--- src/rtl/ps2_pkg.sv ---
// Shared types and constants for the PS/2 set-2 keyboard decoder.
package ps2_pkg;

  typedef enum logic [2:0] {
    ST_IDLE,
    ST_EXT,
    ST_BRK,
    ST_EXT_BRK,
    ST_SKIP
  } dec_state_t;

  localparam logic [7:0] PS2_EXT   = 8'hE0;
  localparam logic [7:0] PS2_BRK   = 8'hF0;
  localparam logic [7:0] PS2_PAUSE = 8'hE1;
  localparam logic [7:0] PS2_BAT   = 8'hAA;
  localparam logic [7:0] PS2_ACK   = 8'hFA;

  // Bytes that follow E1 in the Pause make sequence.
  localparam logic [2:0] PAUSE_SKIP = 3'd7;

  localparam logic [8:0] KEY_SPACE = 9'h029;
  localparam logic [8:0] KEY_RIGHT = 9'h174;
  localparam logic [8:0] KEY_LEFT  = 9'h16B;
  localparam logic [8:0] KEY_UP    = 9'h175;
  localparam logic [8:0] KEY_DOWN  = 9'h172;
  localparam logic [8:0] KEY_ESC   = 9'h076;
  localparam logic [8:0] KEY_ENTER = 9'h05A;
  localparam logic [8:0] KEY_R     = 9'h02D;

  // Keyboard status/response bytes that never denote a key.
  function automatic logic is_ignored(input logic [7:0] b);
    return (b == PS2_BAT) || (b == PS2_ACK) || (b == 8'hFC) ||
           (b == 8'hEE) || (b == 8'h00) || (b == 8'hFF);
  endfunction

  function automatic logic key_match(input logic [8:0] entry,
                                     input logic [8:0] code,
                                     input logic       use_ext);
    return (entry[7:0] == code[7:0]) && (!use_ext || (entry[8] == code[8]));
  endfunction

endpackage

--- src/rtl/ps2_rx_frame.sv ---
// PS/2 line receiver: synchronise, deglitch clock, shift in 11-bit frames,
// check start/parity/stop and abort stalled frames.
module ps2_rx_frame #(
  parameter int FILTER_LEN     = 8,
  parameter int TIMEOUT_CYCLES = 200000
) (
  input  logic       clk,
  input  logic       rst,
  input  logic       ps2_clk,
  input  logic       ps2_data,
  output logic [7:0] rx_byte,
  output logic       byte_valid,
  output logic       frame_err,
  output logic       timeout
);

  localparam int FW = $clog2(FILTER_LEN + 1);
  localparam int TW = $clog2(TIMEOUT_CYCLES + 1);

  logic          clk_s1_q, clk_s2_q, dat_s1_q, dat_s2_q;
  logic          filt_q, filt_d;
  logic [FW-1:0] filt_cnt_q, filt_cnt_d;
  logic [3:0]    bit_cnt_q, bit_cnt_d;
  logic [9:0]    shift_q, shift_d;
  logic [TW-1:0] to_cnt_q, to_cnt_d;
  logic [7:0]    byte_q, byte_d;
  logic          valid_q, valid_d, err_q, err_d, to_q, to_d;
  logic          fall;

  always_comb begin
    filt_d     = filt_q;
    filt_cnt_d = filt_cnt_q;
    if (clk_s2_q == filt_q) begin
      filt_cnt_d = '0;
    end else if (filt_cnt_q == FW'(FILTER_LEN - 1)) begin
      filt_d     = clk_s2_q;
      filt_cnt_d = '0;
    end else begin
      filt_cnt_d = filt_cnt_q + 1'b1;
    end
    fall = filt_q & ~filt_d;
  end

  // shift_q fills LSB-first: [0]=start, [8:1]=data, [9]=parity.
  always_comb begin
    bit_cnt_d = bit_cnt_q;
    shift_d   = shift_q;
    to_cnt_d  = to_cnt_q;
    byte_d    = byte_q;
    valid_d   = 1'b0;
    err_d     = 1'b0;
    to_d      = 1'b0;
    if (fall) begin
      to_cnt_d = '0;
      if (bit_cnt_q == 4'd10) begin
        bit_cnt_d = '0;
        if (!shift_q[0] && dat_s2_q && (^shift_q[9:1])) begin
          valid_d = 1'b1;
          byte_d  = shift_q[8:1];
        end else begin
          err_d = 1'b1;
        end
      end else begin
        shift_d   = {dat_s2_q, shift_q[9:1]};
        bit_cnt_d = bit_cnt_q + 1'b1;
      end
    end else if (bit_cnt_q != 4'd0) begin
      if (to_cnt_q == TW'(TIMEOUT_CYCLES - 1)) begin
        to_d      = 1'b1;
        bit_cnt_d = '0;
        to_cnt_d  = '0;
      end else begin
        to_cnt_d = to_cnt_q + 1'b1;
      end
    end else begin
      to_cnt_d = '0;
    end
  end

  always_ff @(posedge clk) begin
    if (rst) begin
      clk_s1_q   <= 1'b1;
      clk_s2_q   <= 1'b1;
      dat_s1_q   <= 1'b1;
      dat_s2_q   <= 1'b1;
      filt_q     <= 1'b1;
      filt_cnt_q <= '0;
      bit_cnt_q  <= '0;
      shift_q    <= '0;
      to_cnt_q   <= '0;
      byte_q     <= '0;
      valid_q    <= 1'b0;
      err_q      <= 1'b0;
      to_q       <= 1'b0;
    end else begin
      clk_s1_q   <= ps2_clk;
      clk_s2_q   <= clk_s1_q;
      dat_s1_q   <= ps2_data;
      dat_s2_q   <= dat_s1_q;
      filt_q     <= filt_d;
      filt_cnt_q <= filt_cnt_d;
      bit_cnt_q  <= bit_cnt_d;
      shift_q    <= shift_d;
      to_cnt_q   <= to_cnt_d;
      byte_q     <= byte_d;
      valid_q    <= valid_d;
      err_q      <= err_d;
      to_q       <= to_d;
    end
  end

  assign rx_byte    = byte_q;
  assign byte_valid = valid_q;
  assign frame_err  = err_q;
  assign timeout    = to_q;

endmodule

--- src/rtl/ps2_key_matrix.sv ---
// Set-2 scan-code decoder with a configurable table of held keys and
// one-cycle press/release pulses.
module ps2_key_matrix
  import ps2_pkg::*;
#(
  parameter int                      NUM_KEYS       = 8,
  parameter logic [NUM_KEYS*9-1:0]   KEY_CODES      = {KEY_R, KEY_ENTER, KEY_ESC, KEY_DOWN,
                                                       KEY_UP, KEY_LEFT, KEY_RIGHT, KEY_SPACE},
  parameter bit                      MATCH_EXT      = 1'b1,
  parameter int                      FILTER_LEN     = 8,
  parameter int                      TIMEOUT_CYCLES = 200000
) (
  input  logic                clk,
  input  logic                rst,
  input  logic                ps2_clk,
  input  logic                ps2_data,
  input  logic                clear_all,
  output logic [NUM_KEYS-1:0] key_held,
  output logic [NUM_KEYS-1:0] key_press,
  output logic [NUM_KEYS-1:0] key_release,
  output logic                code_valid,
  output logic [8:0]          last_code,
  output logic                last_break,
  output logic [7:0]          err_count
);

  logic [7:0] rx_byte;
  logic       byte_valid, frame_err, timeout;

  ps2_rx_frame #(
    .FILTER_LEN    (FILTER_LEN),
    .TIMEOUT_CYCLES(TIMEOUT_CYCLES)
  ) u_rx (
    .clk       (clk),
    .rst       (rst),
    .ps2_clk   (ps2_clk),
    .ps2_data  (ps2_data),
    .rx_byte   (rx_byte),
    .byte_valid(byte_valid),
    .frame_err (frame_err),
    .timeout   (timeout)
  );

  dec_state_t          state_q, state_d;
  logic [2:0]          skip_q, skip_d;
  logic                res_valid, res_brk;
  logic [8:0]          res_code;
  logic [NUM_KEYS-1:0] held_q, held_d, press_q, release_q;
  logic                code_valid_q, last_break_q;
  logic [8:0]          last_code_q;
  logic [7:0]          err_q;

  always_comb begin
    state_d   = state_q;
    skip_d    = skip_q;
    res_valid = 1'b0;
    res_brk   = 1'b0;
    res_code  = '0;
    if (frame_err || timeout) begin
      state_d = ST_IDLE;
      skip_d  = '0;
    end else if (byte_valid) begin
      unique case (state_q)
        ST_IDLE: begin
          if (rx_byte == PS2_EXT) begin
            state_d = ST_EXT;
          end else if (rx_byte == PS2_BRK) begin
            state_d = ST_BRK;
          end else if (rx_byte == PS2_PAUSE) begin
            state_d = ST_SKIP;
            skip_d  = PAUSE_SKIP;
          end else if (!is_ignored(rx_byte)) begin
            res_valid = 1'b1;
            res_code  = {1'b0, rx_byte};
          end
        end
        ST_EXT: begin
          if (rx_byte == PS2_BRK) begin
            state_d = ST_EXT_BRK;
          end else if (rx_byte != PS2_EXT) begin
            res_valid = 1'b1;
            res_code  = {1'b1, rx_byte};
            state_d   = ST_IDLE;
          end
        end
        ST_BRK: begin
          res_valid = 1'b1;
          res_brk   = 1'b1;
          res_code  = {1'b0, rx_byte};
          state_d   = ST_IDLE;
        end
        ST_EXT_BRK: begin
          res_valid = 1'b1;
          res_brk   = 1'b1;
          res_code  = {1'b1, rx_byte};
          state_d   = ST_IDLE;
        end
        ST_SKIP: begin
          skip_d = skip_q - 1'b1;
          if (skip_q == 3'd1) state_d = ST_IDLE;
        end
        default: state_d = ST_IDLE;
      endcase
    end
  end

  // clear_all overrides any resolution landing in the same cycle.
  always_comb begin
    held_d = held_q;
    for (int i = 0; i < NUM_KEYS; i++) begin
      if (res_valid && key_match(KEY_CODES[9*i +: 9], res_code, MATCH_EXT))
        held_d[i] = ~res_brk;
    end
    if (clear_all) held_d = '0;
  end

  always_ff @(posedge clk) begin
    if (rst) begin
      state_q      <= ST_IDLE;
      skip_q       <= '0;
      held_q       <= '0;
      press_q      <= '0;
      release_q    <= '0;
      code_valid_q <= 1'b0;
      last_code_q  <= '0;
      last_break_q <= 1'b0;
      err_q        <= '0;
    end else begin
      state_q      <= state_d;
      skip_q       <= skip_d;
      held_q       <= held_d;
      press_q      <= held_d & ~held_q;
      release_q    <= held_q & ~held_d;
      code_valid_q <= res_valid;
      if (res_valid) begin
        last_code_q  <= res_code;
        last_break_q <= res_brk;
      end
      if ((frame_err || timeout) && (err_q != 8'hFF)) err_q <= err_q + 1'b1;
    end
  end

  assign key_held    = held_q;
  assign key_press   = press_q;
  assign key_release = release_q;
  assign code_valid  = code_valid_q;
  assign last_code   = last_code_q;
  assign last_break  = last_break_q;
  assign err_count   = err_q;

endmodule
--- config.mk ---
export PLATFORM = sky130hd
export DESIGN_NAME = ps2_key_matrix
export DESIGN_NICKNAME = d
export VERILOG_FILES = /design/src/rtl/ps2_pkg.sv /design/src/rtl/ps2_rx_frame.sv /design/src/rtl/ps2_key_matrix.sv
export SDC_FILE = /design/constraint.sdc
export NUM_CORES = 1
export LEC_CHECK = 0
export BUFFER_PORTS_ARGS = -buffer_cell sky130_fd_sc_hd__buf_2
export CORE_UTILIZATION = 58
export DETAILED_ROUTE_END_ITERATION = 7
export PLACE_DENSITY = 0.8
export SYNTH_ARGS = -nofsm -noshare
export SYNTH_HDL_FRONTEND = slang
export SYNTH_SLANG_ARGS = --single-unit
--- constraint.sdc ---
create_clock -name clk -period 2.3 [get_ports clk]
set_input_delay 0.46 -clock clk [delete_from_list [all_inputs] [get_ports clk]]
set_output_delay 0.46 -clock clk [all_outputs]
set_load 0.005 [all_outputs]
=== Word level (Yosys, flattened, before mapping) ===
Index checks and enable logic that the tools add are counted.

* Bits in registers: 101

* Bitwise gates (word level): 11
* Eq/ne operators: 33
* Multiplexer cells: 50
* Reduce and logical (&&, ||, !) cells: 44
* $add $sub $neg: 5

{| class="wikitable"
|+ Operator list
! kind !! count
|-
| $eq 8x8->1 const B || 8
|-
| $eq 7x8->1 const A || 6
|-
| $mux 8 || 5
|-
| $mux 9 || 4
|-
| $pmux 9 s4 || 1
|-
| $mux 3 || 9
|-
| $mux 1 || 24
|-
| $logic_and 1x1->1 || 19
|-
| $add 18x1->18 const B || 1
|-
| $eq 18x18->1 const B || 1
|-
| $and 8x8->8 || 2
|-
| $eq 6x8->1 const A || 2
|-
| $mux 4 || 4
|-
| $ne 8x8->1 const B || 2
|-
| $not 8->8 || 2
|-
| $pmux 3 s3 || 1
|-
| $reduce_or 3->1 || 3
|-
| $reduce_xor 9->1 || 1
|-
| $add 4x1->4 const B || 2
|-
| $add 8x1->8 const B || 1
|-
| $logic_not 8->1 || 1
|-
| $ne 2x2->1 const B || 4
|-
| $eq 3x1->1 const B || 2
|-
| $eq 3x2->1 const B || 2
|-
| other kinds (22) || 36
|}

=== Longest topological paths before layout ===
* Depth after elaboration: 20
* Gate-level depth with buffers: 9
* Depth with buffers taken out: 8

=== Cells and area by module ===
From an unflattened synthesis, not the netlist that was laid out.

* Cells, all modules: 492
* Area, all modules: 4471.8 um2

{| class="wikitable"
|+ By module, submodules not included
! module !! area an instance (um2) !! cells an instance !! times used
|-
| ps2_key_matrix || 2308.5 || 261 || 1
|-
| ps2_rx_frame || 2163.3 || 231 || 1
|}

=== Least setup slack after synthesis ===
OpenSTA, ideal clock, no wires.

* Kind: register to register
* Start: register u_rx.byte_q[1], in the netlist u_rx.rx_byte[1]
* End: register held_q[0], in the netlist key_held[0]
* Cell stages (with the launch flop): 9
* Required time: 2.228 ns
* Buffers on the path: 2
* Setup time: 0.072 ns
* Slack: 0.219 ns
* Arrival time: 2.009 ns
* Path through: dfxtp_1 -> buf_6 -> or4_4 -> a21oi_2 -> a31oi_2 -> a21o_1 -> buf_6 -> a2111oi_4 -> mux2i_1

* Cells in the longest elaborated chain, start to end: 18
* Elaborated cells on any way between the ends: 39
* Classes of those cells: eq/ne (10); mux (20); bitwise (1); reduce/logical (8)

{| class="wikitable"
|+ RTL lines
! what !! line !! text
|-
| start, declared || ps2_rx_frame.sv:26 || <nowiki>logic [7:0] byte_q, byte_d;</nowiki>
|-
| start signal, assigned || ps2_rx_frame.sv:105 || <nowiki>byte_q <= byte_d;</nowiki>
|-
| $eq 8x8->1 || ps2_pkg.sv:32 || <nowiki>return (b == PS2_BAT) || (b == PS2_ACK) || (b == 8'hFC) ||</nowiki>
|-
| $logic_or 1x1->1 (3 in series) || ps2_pkg.sv:32 ||
|-
| $logic_or 1x1->1 (2 in series) || ps2_pkg.sv:33 || <nowiki>(b == 8'hEE) || (b == 8'h00) || (b == 8'hFF);</nowiki>
|-
| $mux 8 || ps2_key_matrix.sv:72 || <nowiki>end else if (!is_ignored(rx_byte)) begin</nowiki>
|-
| $mux 8 || ps2_key_matrix.sv:69 || <nowiki>end else if (rx_byte == PS2_PAUSE) begin</nowiki>
|-
| $mux 8 || ps2_key_matrix.sv:67 || <nowiki>end else if (rx_byte == PS2_BRK) begin</nowiki>
|-
| $mux 8 || ps2_key_matrix.sv:65 || <nowiki>if (rx_byte == PS2_EXT) begin</nowiki>
|-
| $pmux 9 s4 || ps2_key_matrix.sv:63 || <nowiki>unique case (state_q)</nowiki>
|-
| $mux 9 || ps2_key_matrix.sv:62 || <nowiki>end else if (byte_valid) begin</nowiki>
|-
| $mux 9 || ps2_key_matrix.sv:59 || <nowiki>if (frame_err || timeout) begin</nowiki>
|-
| $eq 6x8->1 || ps2_pkg.sv:39 || <nowiki>return (entry[7:0] == code[7:0]) && (!use_ext || (entry[8] == code[8]));</nowiki>
|-
| $logic_and 1x1->1 || ps2_pkg.sv:39 ||
|-
| $logic_and 1x1->1 * || ps2_key_matrix.sv:111 || <nowiki>if (res_valid && key_match(KEY_CODES[9*i +: 9], res_code, MATCH_EXT))</nowiki>
|-
| $mux 1 * || ps2_key_matrix.sv:111 ||
|-
| $mux 8 * || ps2_key_matrix.sv:114 || <nowiki>if (clear_all) held_d = '0;</nowiki>
|-
| end signal, assigned || ps2_key_matrix.sv:131 || <nowiki>held_q <= held_d;</nowiki>
|-
| end, declared || ps2_key_matrix.sv:48 || <nowiki>logic [NUM_KEYS-1:0] held_q, held_d, press_q, release_q;</nowiki>
|}

Mark *: on every way between the ends. The rest lies on a longest branch, timed or not.
A chain may end at the register's enable or synchronous reset.

=== Worst setup path in the final report ===
* Start: register u_rx.byte_q[0], in the netlist u_rx.rx_byte[0]
* End: register release_q[0], in the netlist key_release[0]

* Cells in the longest elaborated chain, start to end: 20
* Elaborated cells on any way between the ends: 41
* Classes of those cells: eq/ne (10); mux (20); bitwise (3); reduce/logical (8)

{| class="wikitable"
|+ RTL lines
! what !! line !! text
|-
| $eq 8x8->1 || ps2_pkg.sv:32 ||
|-
| $logic_or 1x1->1 (3 in series) || ps2_pkg.sv:32 ||
|-
| $logic_or 1x1->1 (2 in series) || ps2_pkg.sv:33 ||
|-
| $mux 8 || ps2_key_matrix.sv:72 ||
|-
| $mux 8 || ps2_key_matrix.sv:69 ||
|-
| $mux 8 || ps2_key_matrix.sv:67 ||
|-
| $mux 8 || ps2_key_matrix.sv:65 ||
|-
| $pmux 9 s4 || ps2_key_matrix.sv:63 ||
|-
| $mux 9 || ps2_key_matrix.sv:62 ||
|-
| $mux 9 || ps2_key_matrix.sv:59 ||
|-
| $eq 6x8->1 || ps2_pkg.sv:39 ||
|-
| $logic_and 1x1->1 || ps2_pkg.sv:39 ||
|-
| $logic_and 1x1->1 * || ps2_key_matrix.sv:111 ||
|-
| $mux 1 * || ps2_key_matrix.sv:111 ||
|-
| $mux 8 * || ps2_key_matrix.sv:114 ||
|-
| $not 8->8 * || ps2_key_matrix.sv:133 || <nowiki>release_q <= held_q & ~held_d;</nowiki>
|-
| $and 8x8->8 * || ps2_key_matrix.sv:133 ||
|-
| end signal, assigned || ps2_key_matrix.sv:133 ||
|-
| end, declared || ps2_key_matrix.sv:48 ||
|}

Marked as above.

==> impl_results.md <==
- Total CTS buffers: 9
- Total congestion overflow: 0
- Synthesized flop and latch total: 101
- CTS tree: built
- WS Path Type: reg2reg
- Fmax: 455 MHz
- Cell Area, Synth: 0.00448 mm^2
- Share of layout cells above drive strength 1: 0.205
- Fin util: 0.697
- Worst Max-Slew Pin Slew: 0.666 ns
- Syn-to-layout area delta: 14.7%
- R2R Setup Slk: 0.10 ns
- Yosys warning count: 0
- Ports: 48
- Fin. Hold Viols: 0
- Die width: 89.9 um
- Routability Congestion: 0.871
- Critical Path AT: 2.50 ns
- Crit path required time: 2.61 ns
- Routed len/inst: 15.0 um
- GR peak layer: met2
- Reg2reg end: key_release[0]$_SDFF_PP0_
- Final antenna-violating net count: 0
- Seq pwr share: 0.612
- Core area: 0.00737 mm^2
- Pwr/cell area: 558 mW/mm^2
- Tot GR Track Use: 0.248
- Layout fillers: 602
- Antenna diodes: 0
- Vias in the first global route: 3545
- Max rail drop VDD: 0.333 mV
- Post-layout min period: 2.20 ns
- Met2 Track Usage GR: 0.434
- Post-synthesis sequential area ratio: 0.452
- Most frequent cell after synthesis: dfxtp_1
- Post-Syn Instances: 489
- Post-Layout Inst Area: 0.00514 mm^2
- Tcrit/Tclk final: 0.955
- H-tree Lvls: 3
- # nets final: 558
- Global-route met1 utilization: 0.311
- Crit. End Element: flop
- Initial antenna violation count: 0
- Clock root cell: clkbuf_8
- Critical Path Start Type: flop
- Switching power total: 0.000682 W
- # rows: 31
- Number of synthesized flops with an enable pin: 0
- Reg2Reg Depth: 6
- Yosys top cell by area: dfxtp_1
- Met3 GRT Util: 0.0355
- Comb power frac: 0.015
- Post-synth ARST share: 0
- Die Area: 0.00808 mm^2
- Post-CTS setup buffer count: 0
- Synth area leaders: dfxtp_1, mux2i_1, nor2_1
- Ys flop type: dfxtp_1
- Top cells by count, synth: dfxtp_1, nor2_1, mux2i_1
- RR Startpoint: u_rx.rx_byte[0]$_SDFFE_PP0P_
- Leakage power: 2.15 nW
- First-pass GRT wire length: 16500 um
- Hold Crit Class: in2reg
- Worst slew margin: 0.556
- Via-per-instance ratio: 5.75
- Syn nets: 502
- # port buffers: 47
- Clk_skew: 0.0121 ns
- CTS Buffer Depth: 2
- Slew Viols, Final: 0
- Max Cap Violations: 0
- Synth unique cells: 58
- Final setup violation count: 0
- DR vias: 3731
- Clock power frac: 0.373
- CP Max Fanout: 12
- Placed cell areas: 0.00490 mm^2
- Die height: 89.9 um
- Largest net degree at the start of global routing: 40
- Worst-Skew Late Latency: 0.37 ns
- DPL Wire Length: 7010 um
- Avg Cell Area, Syn: 9.16 um^2
- 1st-iter DRT viols: 191
- Area share of the largest cell type after synthesis: 0.452
- Clock Sinks: 101
- Hold depth: 2
- Drc violations: 0
- Net Sw Frac: 0.238
- Clock slew at reported path FFs: 0.11 ns
- WHS Endpoint: u_rx.clk_s1_q$_SDFF_PP1_
- Hold Crit Start: ps2_clk
- Status: finished clean
- Int Pwr: 0.00218 W
- Drt first pass iters: 5
- DRT Wirelength: 9750 um
- Initial Util: 0.608
[layout by cell type (no fill, tap or decap), types with 6 or more instances in the layout]
cell type	n
a21oi_1	20
nand2b_1	6
ha_1	8
and3_1	9
nand2_1	24
buf_4	25
clkbuf_8	9
or3_1	9
nand4_1	11
mux2i_1	27
nor3_1	13
nor3b_1	9
nor2_1	70
nand4b_1	6
buf_2	47
xor2_1	19
nand3_1	20
dfxtp_1	97
nor4_1	6
o21ai_0	21
xnor2_1	12
inv_1	9
or2_2	7
[state kept, by name, indices dropped and copies added, names as in the netlist, 3 cells and up]
signal,count
u_rx.to_cnt_q,18
u_rx.shift_q,10
last_code,9
err_count,8
key_held,8
key_press,8
key_release,8
u_rx.rx_byte,8
u_rx.bit_cnt_q,4
u_rx.filt_cnt_q,4
skip_q,3
state_q,3
[layout make-up]
class | count | area (um^2) | share of cell area
inverter | 9 | 33.8 | 0.00658
clock buffer | 9 | 124 | 0.0241
multi-input combinational | 352 | 2340 | 0.455
timing repair buffer | 72 | 423 | 0.0823
tap | 99 | 124 | 0.0241
clock inverter | 7 | 67.6 | 0.0132
sequential | 101 | 2030 | 0.395
[cells by family (layout without fill, tap and decap cells)]
kind of cell / Yosys count / in the layout / synth area share
AOI/OAI and AO/OA: 65 / 65 / 0.0995
xor gates and xnor gates: 32 / 32 / 0.0657
adders and majority gates: 8 / 8 / 0.0224
buffers and inverters: 36 / 97 / 0.0344
DFF: 101 / 101 / 0.452
muxes: 27 / 27 / 0.0604
and+or+nand+nor: 220 / 220 / 0.266
[worst max path at each step]
stage	to	start
after floorplan	key_held[0]$_SDFF_PP0_	u_rx.rx_byte[1]$_SDFFE_PP0P_
after global placement	key_release[2]$_SDFF_PP0_	u_rx.byte_valid$_SDFF_PP0_
after detailed placement	key_press[6]$_SDFF_PP0_	u_rx.byte_valid$_SDFF_PP0_
after CTS	key_press[6]$_SDFF_PP0_	u_rx.byte_valid$_SDFF_PP0_
after global routing	key_release[6]$_SDFF_PP0_	u_rx.byte_valid$_SDFF_PP0_
final	key_release[0]$_SDFF_PP0_	u_rx.rx_byte[0]$_SDFFE_PP0P_
[routing by layer]
metal / wire (um) / vias up
met5: 0 / -
met4: 214 / 0
met3: 415 / 22
met2: 4730 / 123
met1: 4390 / 1744
li1: - / 1842
[critical path, stage by stage (launching register included)]
cell and delay [ns]:
dfxtp_2 0.40, or4_1 0.55, a21oi_2 0.17, a31oi_2 0.08, a21o_1 0.26, a2111oi_1 0.51
a32o_1 0.18
[power by group through the flow]
| stage | combinational (W) | clock (W) | sequential (W) |
|---|---|---|---|
| final | 0.0000428 | 0.00107 | 0.00175 |
| after global routing | 0.0000472 | 0.00117 | 0.00175 |
| after CTS | 0.0000426 | 0.00109 | 0.00175 |
| after detailed placement | 0.0000427 | 0 | 0.00179 |
| after global placement | 0.0000419 | 0 | 0.00179 |
| after floorplan | 0.0000288 | 0 | 0.00179 |
[stage by stage]
step	TNS (ns)	worst slack (ns)	power, W	hold slack [ns]	std cells
floorplan	0	0.219	0.00182	0.389	489
global placement	0	0.0923	0.00184	0.391	633
detailed placement	0	0.0614	0.00184	0.398	633
CTS	0	0.0341	0.00289	0.266	649
global route	-0.0000240	-0.0000240	0.00297	0.265	649
finish	0	0.104	0.00287	0.267	649
[what timing repair did]
action	in CTS	in global routing
endpoints found under the hold margin	0	0
hold buffers	0	0
gates resized for setup	0	12
endpoints found under the setup margin	0	17
Note: power is estimated with default switching activity, not from simulation.
